**config.mk**
```make
export PLATFORM = sky130hd
export DESIGN_NAME = mem_arbiter
export DESIGN_NICKNAME = d
export VERILOG_FILES = /design/src/rtl/mem_arbiter_pkg.sv /design/src/rtl/mem_arbiter.sv
export SDC_FILE = /design/constraint.sdc
export NUM_CORES = 1
export LEC_CHECK = 0
export CAP_MARGIN = 0
export CORE_UTILIZATION = 21
export DETAILED_ROUTE_END_ITERATION = 12
export MAX_ROUTING_LAYER = met4
export PLACE_DENSITY = 0.81
export SYNTH_ARGS = -nofsm -noshare
export SYNTH_HDL_FRONTEND = slang
export SYNTH_SLANG_ARGS = --single-unit
export TNS_END_PERCENT = 5
```
**constraint.sdc**
```tcl
create_clock -name clock -period 1.2 [get_ports clock]
set_input_delay 0.24 -clock clock [delete_from_list [all_inputs] [get_ports clock]]
set_output_delay 0.24 -clock clock [all_outputs]
set_load 0.02 [all_outputs]
```
**src/rtl/mem_arbiter_pkg.sv**
```systemverilog
// mem_arbiter_pkg: shared definitions for the CPU / DMA / port-access memory arbiter.
//   - arb_state_t   : arbiter FSM state encoding
//   - BURST_MAX_DEF : default maximum DMA burst length before a forced CPU cycle
//   - IO_WAIT_DEF   : default number of core stall cycles for a port access
//   - BURST_W/WAIT_W: widths of the burst and port-wait counters
// Build option: MEM_ARBITER_IO_WAIT_EN adds the IOWAIT state (stalled port accesses).
package mem_arbiter_pkg;

    localparam int BURST_MAX_DEF = 4;
    localparam int IO_WAIT_DEF   = 2;
    localparam int BURST_W       = 4;   // holds 0..14 (BURST_MAX-1 with BURST_MAX <= 15)
    localparam int WAIT_W        = 3;   // holds 0..7

`ifdef MEM_ARBITER_IO_WAIT_EN
    typedef enum logic [1:0] {
        ST_CPU    = 2'd0,
        ST_DMA    = 2'd1,
        ST_IOWAIT = 2'd2
    } arb_state_t;
`else
    typedef enum logic [1:0] {
        ST_CPU = 2'd0,
        ST_DMA = 2'd1
    } arb_state_t;
`endif

endpackage

```
**src/rtl/mem_arbiter.sv**
```systemverilog
// mem_arbiter: shares one asynchronous-read memory bus between a core and a DMA
// requester, and handles core port (I/O) accesses.
//
// State table
//   state  | meaning
//   CPU    | core owns the memory bus; grants DMA or starts a port access
//   DMA    | one DMA transfer per cycle, core stalled; bursts capped at BURST_MAX
//   IOWAIT | port access in progress, core stalled for IO_WAIT cycles
//            (only with MEM_ARBITER_IO_WAIT_EN defined)
//
// Ports
//   clock, reset (sync, active high)
//   cpu_address/cpu_out/cpu_we/cpu_pr/cpu_pw : core bus request
//   cpu_in, cpu_ce                           : read data and clock enable to core
//   dma_req/dma_address/dma_wdata/dma_we     : DMA transfer descriptor
//   dma_ack, dma_rdata                       : DMA transfer strobe and read data
//   mem_address/mem_wdata/mem_we, mem_rdata  : memory bus
//   io_address/io_wdata/io_rd/io_wr, io_rdata: port bus
//
// Build option MEM_ARBITER_IO_WAIT_EN: when defined, port accesses stall the core
// in IOWAIT; when undefined, a port access completes in a single CPU cycle.
module mem_arbiter
    import mem_arbiter_pkg::*;
#(
    parameter int BURST_MAX = BURST_MAX_DEF,
    parameter int IO_WAIT   = IO_WAIT_DEF
) (
    input  logic        clock,
    input  logic        reset,
    input  logic [19:0] cpu_address,
    input  logic [7:0]  cpu_out,
    input  logic        cpu_we,
    input  logic        cpu_pr,
    input  logic        cpu_pw,
    output logic [7:0]  cpu_in,
    output logic        cpu_ce,
    input  logic        dma_req,
    input  logic [19:0] dma_address,
    input  logic [7:0]  dma_wdata,
    input  logic        dma_we,
    output logic        dma_ack,
    output logic [7:0]  dma_rdata,
    output logic [19:0] mem_address,
    output logic [7:0]  mem_wdata,
    output logic        mem_we,
    input  logic [7:0]  mem_rdata,
    output logic [15:0] io_address,
    output logic [7:0]  io_wdata,
    output logic        io_rd,
    output logic        io_wr,
    input  logic [7:0]  io_rdata
);

    if (BURST_MAX < 1 || BURST_MAX > 15 || IO_WAIT < 1 || IO_WAIT > 7) begin : g_bad_param
        $error("mem_arbiter: BURST_MAX must be 1..15 and IO_WAIT 1..7");
    end

    localparam logic [BURST_W-1:0] BURST_LAST = BURST_W'(BURST_MAX - 1);
    localparam logic [BURST_W-1:0] BURST_ONE  = BURST_W'(1);

    arb_state_t         state, state_nxt;
    logic [BURST_W-1:0] burst_cnt, burst_cnt_nxt;
    // Set when a burst hit its length limit: the next CPU cycle belongs to the core.
    logic               forced, forced_nxt;
    logic               strobe;

    assign strobe = cpu_pr | cpu_pw;

`ifdef MEM_ARBITER_IO_WAIT_EN
    localparam logic [WAIT_W-1:0] WAIT_INIT = WAIT_W'(IO_WAIT);
    localparam logic [WAIT_W-1:0] WAIT_ONE  = WAIT_W'(1);

    logic [WAIT_W-1:0] wait_cnt, wait_cnt_nxt;
    // Port access captured on entry so the port bus stays steady for the whole wait.
    logic [15:0]       io_address_q;
    logic [7:0]        io_wdata_q;
    logic              io_rd_q, io_wr_q;
`endif

    // State register
    always_ff @(posedge clock) begin
        if (reset) begin
            state     <= ST_CPU;
            burst_cnt <= '0;
            forced    <= 1'b0;
`ifdef MEM_ARBITER_IO_WAIT_EN
            wait_cnt     <= '0;
            io_address_q <= '0;
            io_wdata_q   <= '0;
            io_rd_q      <= 1'b0;
            io_wr_q      <= 1'b0;
`endif
        end else begin
            state     <= state_nxt;
            burst_cnt <= burst_cnt_nxt;
            forced    <= forced_nxt;
`ifdef MEM_ARBITER_IO_WAIT_EN
            wait_cnt <= wait_cnt_nxt;
            if (state == ST_CPU && strobe) begin
                io_address_q <= cpu_address[15:0];
                io_wdata_q   <= cpu_out;
                io_rd_q      <= cpu_pr;
                io_wr_q      <= cpu_pw;
            end
`endif
        end
    end

    // Next-state logic
    always_comb begin
        state_nxt     = state;
        burst_cnt_nxt = burst_cnt;
        forced_nxt    = forced;
`ifdef MEM_ARBITER_IO_WAIT_EN
        wait_cnt_nxt  = wait_cnt;
`endif
        unique case (state)
            ST_CPU: begin
                burst_cnt_nxt = '0;
                if (strobe) begin
                    // A port access gives the core its cycle, so any owed slot is consumed.
                    forced_nxt = 1'b0;
`ifdef MEM_ARBITER_IO_WAIT_EN
                    state_nxt    = ST_IOWAIT;
                    wait_cnt_nxt = WAIT_INIT;
`endif
                end else if (forced) begin
                    // Core runs this cycle; DMA may resume right after it.
                    forced_nxt = 1'b0;
                    if (dma_req) state_nxt = ST_DMA;
                end else if (dma_req) begin
                    state_nxt = ST_DMA;
                end
            end
            ST_DMA: begin
                if (!dma_req) begin
                    state_nxt     = ST_CPU;
                    burst_cnt_nxt = '0;
                end else if (burst_cnt == BURST_LAST) begin
                    state_nxt     = ST_CPU;
                    burst_cnt_nxt = '0;
                    forced_nxt    = 1'b1;
                end else begin
                    burst_cnt_nxt = burst_cnt + BURST_ONE;
                end
            end
`ifdef MEM_ARBITER_IO_WAIT_EN
            ST_IOWAIT: begin
                if (wait_cnt == '0) state_nxt    = ST_CPU;
                else                wait_cnt_nxt = wait_cnt - WAIT_ONE;
            end
`endif
            default: state_nxt = ST_CPU;
        endcase
    end

    // Output logic
    always_comb begin
        cpu_ce      = 1'b0;
        cpu_in      = mem_rdata;
        dma_ack     = 1'b0;
        dma_rdata   = mem_rdata;
        mem_address = cpu_address;
        mem_wdata   = cpu_out;
        mem_we      = 1'b0;
        io_address  = cpu_address[15:0];
        io_wdata    = cpu_out;
        io_rd       = 1'b0;
        io_wr       = 1'b0;
        unique case (state)
            ST_CPU: begin
                if (strobe) begin
`ifndef MEM_ARBITER_IO_WAIT_EN
                    cpu_ce = 1'b1;
                    cpu_in = io_rdata;
                    io_rd  = cpu_pr;
                    io_wr  = cpu_pw;
`endif
                end else if (forced || !dma_req) begin
                    cpu_ce = 1'b1;
                    mem_we = cpu_we;
                end
            end
            ST_DMA: begin
                mem_address = dma_address;
                mem_wdata   = dma_wdata;
                if (dma_req) begin
                    dma_ack = 1'b1;
                    mem_we  = dma_we;
                end
            end
`ifdef MEM_ARBITER_IO_WAIT_EN
            ST_IOWAIT: begin
                io_address = io_address_q;
                io_wdata   = io_wdata_q;
                io_rd      = io_rd_q;
                io_wr      = io_wr_q;
                cpu_in     = io_rdata;
                cpu_ce     = (wait_cnt == '0);
            end
`endif
            default: ;
        endcase
        if (reset) begin
            cpu_ce  = 1'b0;
            dma_ack = 1'b0;
            mem_we  = 1'b0;
            io_rd   = 1'b0;
            io_wr   = 1'b0;
        end
    end

endmodule

```
# [Yosys cells after proc, flatten, opt, wreduce, memory -nomap -nowiden]
# Cells that the tools add are included.
[word_totals] register_bits=7 input_bits=79 output_inout_bits=73 wordCells=51
[classes] n_addsub=1 n_eq_ne=7 mux=33 bitwise_logic=1 n_reduce_logical=6
[op_table] operator="$mux W8" n=3
[op_table] operator="$mux W20" n=1
[op_table] operator="$mux W1" n=19
[op_table] operator="$mux W2" n=4
[op_table] operator="$mux W4" n=2
[op_table] operator="$ne A2 B2 Y1 const B" n=4
[op_table] operator="$pmux W4 S2" n=1
[op_table] operator="$reduce_and A3 Y1" n=2
[op_table] operator="$add A4 B1 Y4 const B" n=1
[op_table] operator="$eq A4 B2 Y1 const B" n=1
[op_table] operator="$pmux W1 S2" n=2
[op_table] operator="$pmux W2 S2" n=1
[op_table] operator="$ne A3 B3 Y1 const B" n=1
[op_table] operator="$eq A2 B1 Y1 const B" n=1
[op_table] operator="$logic_not A2 Y1" n=1
[op_table] operator="$reduce_bool A2 Y1" n=1
[op_table] operator="$logic_not A1 Y1" n=1
[op_table] operator="$logic_or A1 B1 Y1" n=1
[op_table] operator="$or A1 B1 Y1" n=1

# [Depth between registers and ports, before layout]
# Gate-level depths: netlist of the first run.
[depth] depth_word=6 ltp_mapped=4 ltp_nobuf=3

# [Worst setup path after synthesis of the first run]
# Ideal clock, no wire load.
[synth_path] kind="reg2out" from="reg state[0]" to="out mem_we" arrival_ps=1038 t_required_ps=960 setup_slack_ps=-78 path_stages_with_launch=5 path_buffers=1 path_cell_list="dfxtp_1 buf_6 nand3b_1 inv_1 a32o_1"
[synth_between] elab_chain_len=3 word_cells_on_any_way=4 cone_classes="1 x eq/ne; 2 x mux; 1 x reduce/logical"
[synth_lines] item="from (decl)" line_no="mem_arbiter.sv:61" source="arb_state_t state, state_nxt;"
[synth_lines] item="from (signal assigned)" line_no="mem_arbiter.sv:94" source="state <= state_nxt;"
[synth_lines] item="$eq A2 B1 Y1 or $logic_not A2 Y1 (tied branches)" line_no="mem_arbiter.sv:170" source="unique case (state)"
[synth_lines] item="$pmux W1 S2 (*)" line_no="mem_arbiter.sv:170"
[synth_lines] item="$mux W1 (*)" line_no="mem_arbiter.sv:204" source="if (reset) begin"
[synth_lines] item="to (decl)" line_no="mem_arbiter.sv:45" source="output logic mem_we,"
# Every way passes the cells marked *; elsewhere a longest branch is shown, timed or not.

# [Final worst setup path of the first run]
[layout_path] from="reg state[0]" to="out cpu_in[2]"
[layout_between] elab_chain_len=2
[layout_lines] item="$logic_not A2 Y1" line_no="mem_arbiter.sv:170"
[layout_lines] item="$mux W8" line_no="mem_arbiter.sv:170"
[layout_lines] item="to (decl)" line_no="mem_arbiter.sv:35" source="output logic [7:0] cpu_in,"
# Every way passes these cells.

==> results.ini, run 1 <==
[status]
status=finished with violations
violations=DRC, setup timing

[finish]
ff_latch_area_um2=124
fin_nets=319
fill_cells=445
diodes=0
synthToLayoutAreaGrowth_pct=136
multiInputGateArea_um2=639
layout-drive-gt1-share_pct=57.8

[die]
io-pin-count=152
die_h_um=70.5
die-area_um2=4970
die_w_um=70.5
coreArea_um2=4440
start_util_pct=22.2
row_count=24

[logic_synthesis]
syn_inst=101
synth_common_cells=mux2_2, buf_4, dfxtp_1
synth-seq-cells=6
synth_top_cell_area_share_pct=41.2
synth_area_leaders=mux2_2, buf_4, dfxtp_1
yosys.cell_count.top_type=mux2_2
synth_edf_count=0
yosys_warnings=0
synth_area_um2=985
seq_area_frac_synth_pct=12.2
yosys.area.top_type=mux2_2
synth.avg_cell_area_um2=9.75
synth_nets=181
synth_ff_type=dfxtp_1
synth-async-reset-ratio_pct=0
synthDistinctLibCells=23

[routing]
routed_wl_um=4010
vias_per_cell=4.27
ant_nets=0
first_pass_iters=8
wl_per_cell_um=13.9
vias=1234
drc=9
first_iter_violations=22

[clock_tree]
clk_pin_slew_ps=40
ctsLongestPathBuffers=2
cts-root-buf=clkbuf_8
cts_buffers=3
clock_latency_ps=220
h-tree-depth=1
clock-sinks=6
cts_tree=yes
cts_hold_buf=0

[worst_setup_path]
cpMostUsedCell=buf_6
crit_fanout=4
cpMaxStageDelayCell=dfxtp_4
critical_path_buf_inv_count=3
endpoint_kind=primary output
critPathLaunch=state[0]$_SDFFE_PP0P_
max_stage_delay_ps=370
cp.required_ps=960
cp-start-kind=register
reg2reg_slack_ps=50
crit_chain=o21bai_4 > buf_6 > buf_6 > mux2_4 > buf_6
r2r-end=forced$_SDFFE_PP0P_
worstPathArrival_ps=1460
cp_top_family=flip-flops
r2r_start=state[0]$_SDFFE_PP0P_
path_class=register to primary output
reg2reg_depth=5

[pwr]
p_leak_nw=1.07
max-vdd-ir-drop_mv=0.272
total_power_w=0.00142
power_density_nw_per_um2=613

[sta]
relSlewSlack_pct=77.3
setup_slack_ps=-502
final_max_slew_viol_count=0
clock.fmax_mhz=587
min_period_ps=1700
finalHoldViolCount=0
rsz0062_at_grt=yes
fin_setup_tns_ps=-15310
tightest_slew_ps=341
clock_skew_ps=4.46
fin_crit_sh_pct=142
final-setup-viol-count=41

[flow_run]
maxCapViolCount=0

[min_path]
min_path_type=input pin to register
hp-start=dma_req
min_path_cells=2
whs_endpoint=state[0]$_SDFFE_PP0P_

[place]
hpwl_um=3140
finalWeightedCongestion=0.752
numPortBuffers=151

[global_routing]
grt_pass1_wl_um=6130
grt_pass1_vias=1323
gr-total-overflow=0
grt_max_degree=18
track_usage_pct=15.9
antenna_found_initial=0

[cells in the final DEF, fill, tap and decap left out, types with 2 or more instances in the layout]
master,Yosys,layout
dfxtp_1,6,5
mux2_4,0,9
clkbuf_8,0,3
buf_4,34,12
buf_6,1,20
dlymetal6s2s_1,0,2
buf_12,0,2
clkdlybuf4s50_1,0,72
nor3_1,2,2
mux2_2,36,27
nor3b_1,2,2
buf_2,1,55
dlygate4sd2_1,0,4
[through the flow]
| step | util [%] | hold WS [ps] | instances | worst slack, ps | instance area [µm²] |
|---|---|---|---|---|---|
| 2_1_floorplan | - | 357 | 101 | -31.6 | 988 |
| 3_3_place_gp | 53.7 | 442 | 279 | -985 | 2390 |
| 3_5_place_dp | 53.7 | 454 | 279 | -1010 | 2390 |
| 4_1_cts | 51.7 | 436 | 289 | -511 | 2300 |
| 5_1_grt | 52.2 | 472 | 289 | -550 | 2320 |
| 6_report | 52.2 | 442 | 289 | -502 | 2320 |
[power by group]
part           internal [W]  total (W)  switching, W
clock              0.000215   0.000302     0.0000864
combinational      0.000524   0.000915      0.000390
sequential         0.000201   0.000205    0.00000409
total              0.000941    0.00142      0.000481
[worst max-delay path by stage]
stage,endpoint,slack (ps),depth (start not counted)
after floorplan,cpu_in[0],-30,3
after global placement,mem_we,-980,4
after detailed placement,cpu_in[0],-1010,4
after CTS,cpu_in[6],-510,5
after global routing,cpu_in[2],-550,5
final,cpu_in[2],-500,5
[cell type report]
type | count | share of cell area, %
sequential | 6 | 5.34
clock buffer | 3 | 1.78
tap | 52 | 2.80
timing repair buffer | 169 | 62.2
multi-input combinational | 57 | 27.5
inverter | 2 | 0.323
[registers in the layout, summed over array words and instances, names as in the netlist]
| register | flops |
|---|---|
| burst_cnt | 4 |
| state | 1 |
| forced | 1 |
[what timing repair did]
item / in CTS / in global routing
gates cloned: 1 / 0
setup endpoints to repair: 77 / 44
pin swaps: 2 / 0
gates resized for setup: 322 / 10
buffers inserted: 6 / 0
[worst register-to-register path, delay by kind of cell (launching register included)]
kind            cells  cell delay, ps
compound gates      1             200
buf+inv             3             360
flops               1             370
simple gates        1             120
[cell families (layout without fill, tap and decap cells)]
family,count (synthesis),in the layout,synth area share [%]
AOI/OAI and AO/OA,5,5,5.72
xor gates and xnor gates,1,1,0.890
adders and majority gates,1,1,1.27
buffers and inverters,38,174,28.3
DFF,6,6,12.2
muxes,37,37,42.2
and+or+nand+nor,13,13,9.40
[routing by layer]
metal / share of wire [%] / track usage (%) / vias up
met5: 0 / - / -
met4: 0.55 / 4.08 / 0
met3: 5.1 / 1.73 / 2
met2: 54 / 29.7 / 64
met1: 41 / 17.9 / 562
li1: - / - / 606
(Power assumes the default switching activity.)
==> run 2: changes to the inputs <==
--- a/config.mk
+++ b/config.mk
@@ -8,8 +8,10 @@
 export CAP_MARGIN = 0
 export CORE_UTILIZATION = 21
 export DETAILED_ROUTE_END_ITERATION = 12
+export GPL_TIMING_DRIVEN = 0
 export MAX_ROUTING_LAYER = met4
 export PLACE_DENSITY = 0.81
+export SLEW_MARGIN = 20
 export SYNTH_ARGS = -nofsm -noshare
 export SYNTH_HDL_FRONTEND = slang
 export SYNTH_SLANG_ARGS = --single-unit
==> run 2 against run 1 <==
  * The flow still finishes with violations (DRC, setup timing)
  * Hold slack improved by 37 ps
  * Non-clock buffer count increased by 27
  * Via count increased by 5.7%
  * Maximum frequency decreased by 0.27%
  * Critical path type unchanged
  * Highest routed layer unchanged
==> results.ini, run 2 (synthesis results as in run 1) <==
[finish]
fill_cells=389  ; -13%
largestRegisters=burst_cnt (4), forced (1), state (1)
layout-drive-gt1-share_pct=62.5  ; +4.7 points
utilization_pct=62.0  ; +9.8 points
design_area_um2=2760  ; +19%
diodes=0  ; unchanged
synthToLayoutAreaGrowth_pct=180
fin_nets=346  ; +8.5%
mostFrequentLayoutCells=buf_4, clkdlybuf4s50_1, mux2_2, clkdlybuf4s15_2, buf_6
largest_reg_flops=4  ; unchanged
largest_register=burst_cnt
layout_commonest_cell=buf_4

[routing]
drc=10  ; +1
vias=1304  ; +5.7%
wl_per_cell_um=12.8  ; -7.6%
vias_per_cell=4.13  ; -3.4%
first_pass_iters=8  ; unchanged
first_iter_violations=52  ; +140%
ant_nets=0  ; unchanged
routed_wl_um=4060  ; +1.0%

[place]
hpwl_um=3230  ; +2.9%
numPortBuffers=151  ; unchanged
finalWeightedCongestion=0.726  ; -3.5%
placed_cell_area_um2=2560  ; +7.5%

[sta]
relSlewSlack_pct=78.1  ; +0.78 points
rsz0062_at_grt=yes
fin_crit_sh_pct=142  ; +0.38 points
tightest_slew_ps=329  ; -11.7 ps
finalHoldViolCount=0  ; unchanged
holdWs_ps=479  ; +36.8 ps
clock.fmax_mhz=586  ; -0.27%
final-setup-viol-count=41  ; unchanged
min_period_ps=1710  ; +4.57 ps
final_max_slew_viol_count=0  ; unchanged
clock_skew_ps=3.30  ; -1.16 ps
setup_slack_ps=-507  ; -4.57 ps

[worst_setup_path]
cpMaxStageDelayCell=dfxtp_4
max_stage_delay_ps=380  ; about the same
crit_chain=o21bai_4 > buf_6 > buf_6 > mux2_4 > buf_6
critPathLaunch=state[0]$_SDFFE_PP0P_
endpoint_kind=primary output
worstPathArrival_ps=1470  ; about the same
reg2reg_slack_ps=60  ; about the same
cp_top_family=flip-flops
cpMostUsedCell=buf_6
crit_fanout=7  ; +3
r2r_start=burst_cnt[0]$_SDFF_PP0_
cp.required_ps=960  ; about the same
cp-start-kind=register
critical_path_buf_inv_count=3  ; unchanged
path_class=register to primary output

[die]
start_util_pct=22.2  ; unchanged
die-area_um2=4970  ; unchanged
coreArea_um2=4440  ; unchanged
die_w_um=70.5  ; unchanged
row_count=24  ; unchanged
die_h_um=70.5  ; unchanged
io-pin-count=152  ; unchanged

[clock_tree]
cts-root-buf=clkbuf_8
h-tree-depth=1  ; unchanged
ctsLongestPathBuffers=2  ; unchanged
clk_pin_slew_ps=40  ; about the same
cts_buffers=3  ; unchanged
cts_tree=yes
clock_latency_ps=220  ; about the same
clock-sinks=6  ; unchanged

[status]
status=finished with violations
violations=DRC, setup timing

[flow_run]
maxCapViolCount=0  ; unchanged

[min_path]
min_path_type=register to register
hp-start=burst_cnt[0]$_SDFF_PP0_

[global_routing]
track_usage_pct=15.8  ; -0.15 points
gr-total-overflow=0  ; unchanged
grt_pass1_wl_um=6170  ; +0.67%
grt_pass1_vias=1306  ; -1.3%
grt_max_degree=11  ; -7
antenna_found_initial=0  ; unchanged

[pwr]
power_density_nw_per_um2=556  ; -9.2%
p_leak_nw=1.38  ; +28%
max-vdd-ir-drop_mv=0.299  ; +9.9%

## run 2: cell count changes in the layout (fill, tap and decap cells not counted), moves of 17 or more
cell             delta
buf_2              -49
buf_4              +48
clkdlybuf4s15_2    +27
clkdlybuf4s50_1    -19
dlymetal6s2s_1     +17
## run 2: timing repair
action	CTS	global route
hold buffers	0	0
gates cloned	0	0
buffers inserted	9	1
endpoints found under the setup margin	78	69
pin swaps	1	1
endpoints found under the hold margin	0	0
gates resized for setup	204	36
## run 2: metal layers
metal | global-route usage [%] | share of wire [%]
met1 | 18.4 | 39
met2 | 27.7 | 54
met3 | 3.17 | 6.1
met4 | 3.40 | 0.69
met5 | - | 0
## run 2: worst paths after layout
kind,endpoint,cells after the start
worst max register to register,state[0]$_SDFFE_PP0P_,3
worst max-delay path,cpu_in[6],5
worst min register to register,burst_cnt[0]$_SDFF_PP0_,1
worst min-delay path,burst_cnt[0]$_SDFF_PP0_,1
## run 2: metrics by stage
stage / setup slack, ps / TNS [ps] / std cells / power [W]
2_1_floorplan: -31.6 / -531 / 101 / 0.000645
3_3_place_gp: -1020 / -42720 / 304 / 0.00122
3_5_place_dp: -1030 / -43100 / 304 / 0.00123
4_1_cts: -562 / -18370 / 316 / 0.00153
5_1_grt: -550 / -18830 / 316 / 0.00161
6_report: -507 / -16760 / 316 / 0.00153
## run 2: report_power, final
group | total [W] | internal, W | switching [W]
registers | 0.000206 | 0.000201 | 0.00000492
clock network | 0.000304 | 0.000216 | 0.0000880
logic | 0.00102 | 0.000620 | 0.000403
## run 2: layout make-up
cell class / count / area, µm² / share of cell area, %
plain buffers: 35 / 274 / 9.94
well taps: 52 / 65.1 / 2.36
clock buffers: 3 / 41.3 / 1.50
flip-flops and latches: 6 / 124 / 4.49
repair buffers: 161 / 1610 / 58.5
multi-input cells: 57 / 632 / 22.9
inverters: 2 / 7.51 / 0.272
## run 2: worst reg2reg max path, cell delays in order (launching register included)
cell and delay, ps:
dfxtp_1 360, ha_1 220, nor3b_4 300, o2bb2ai_1 130
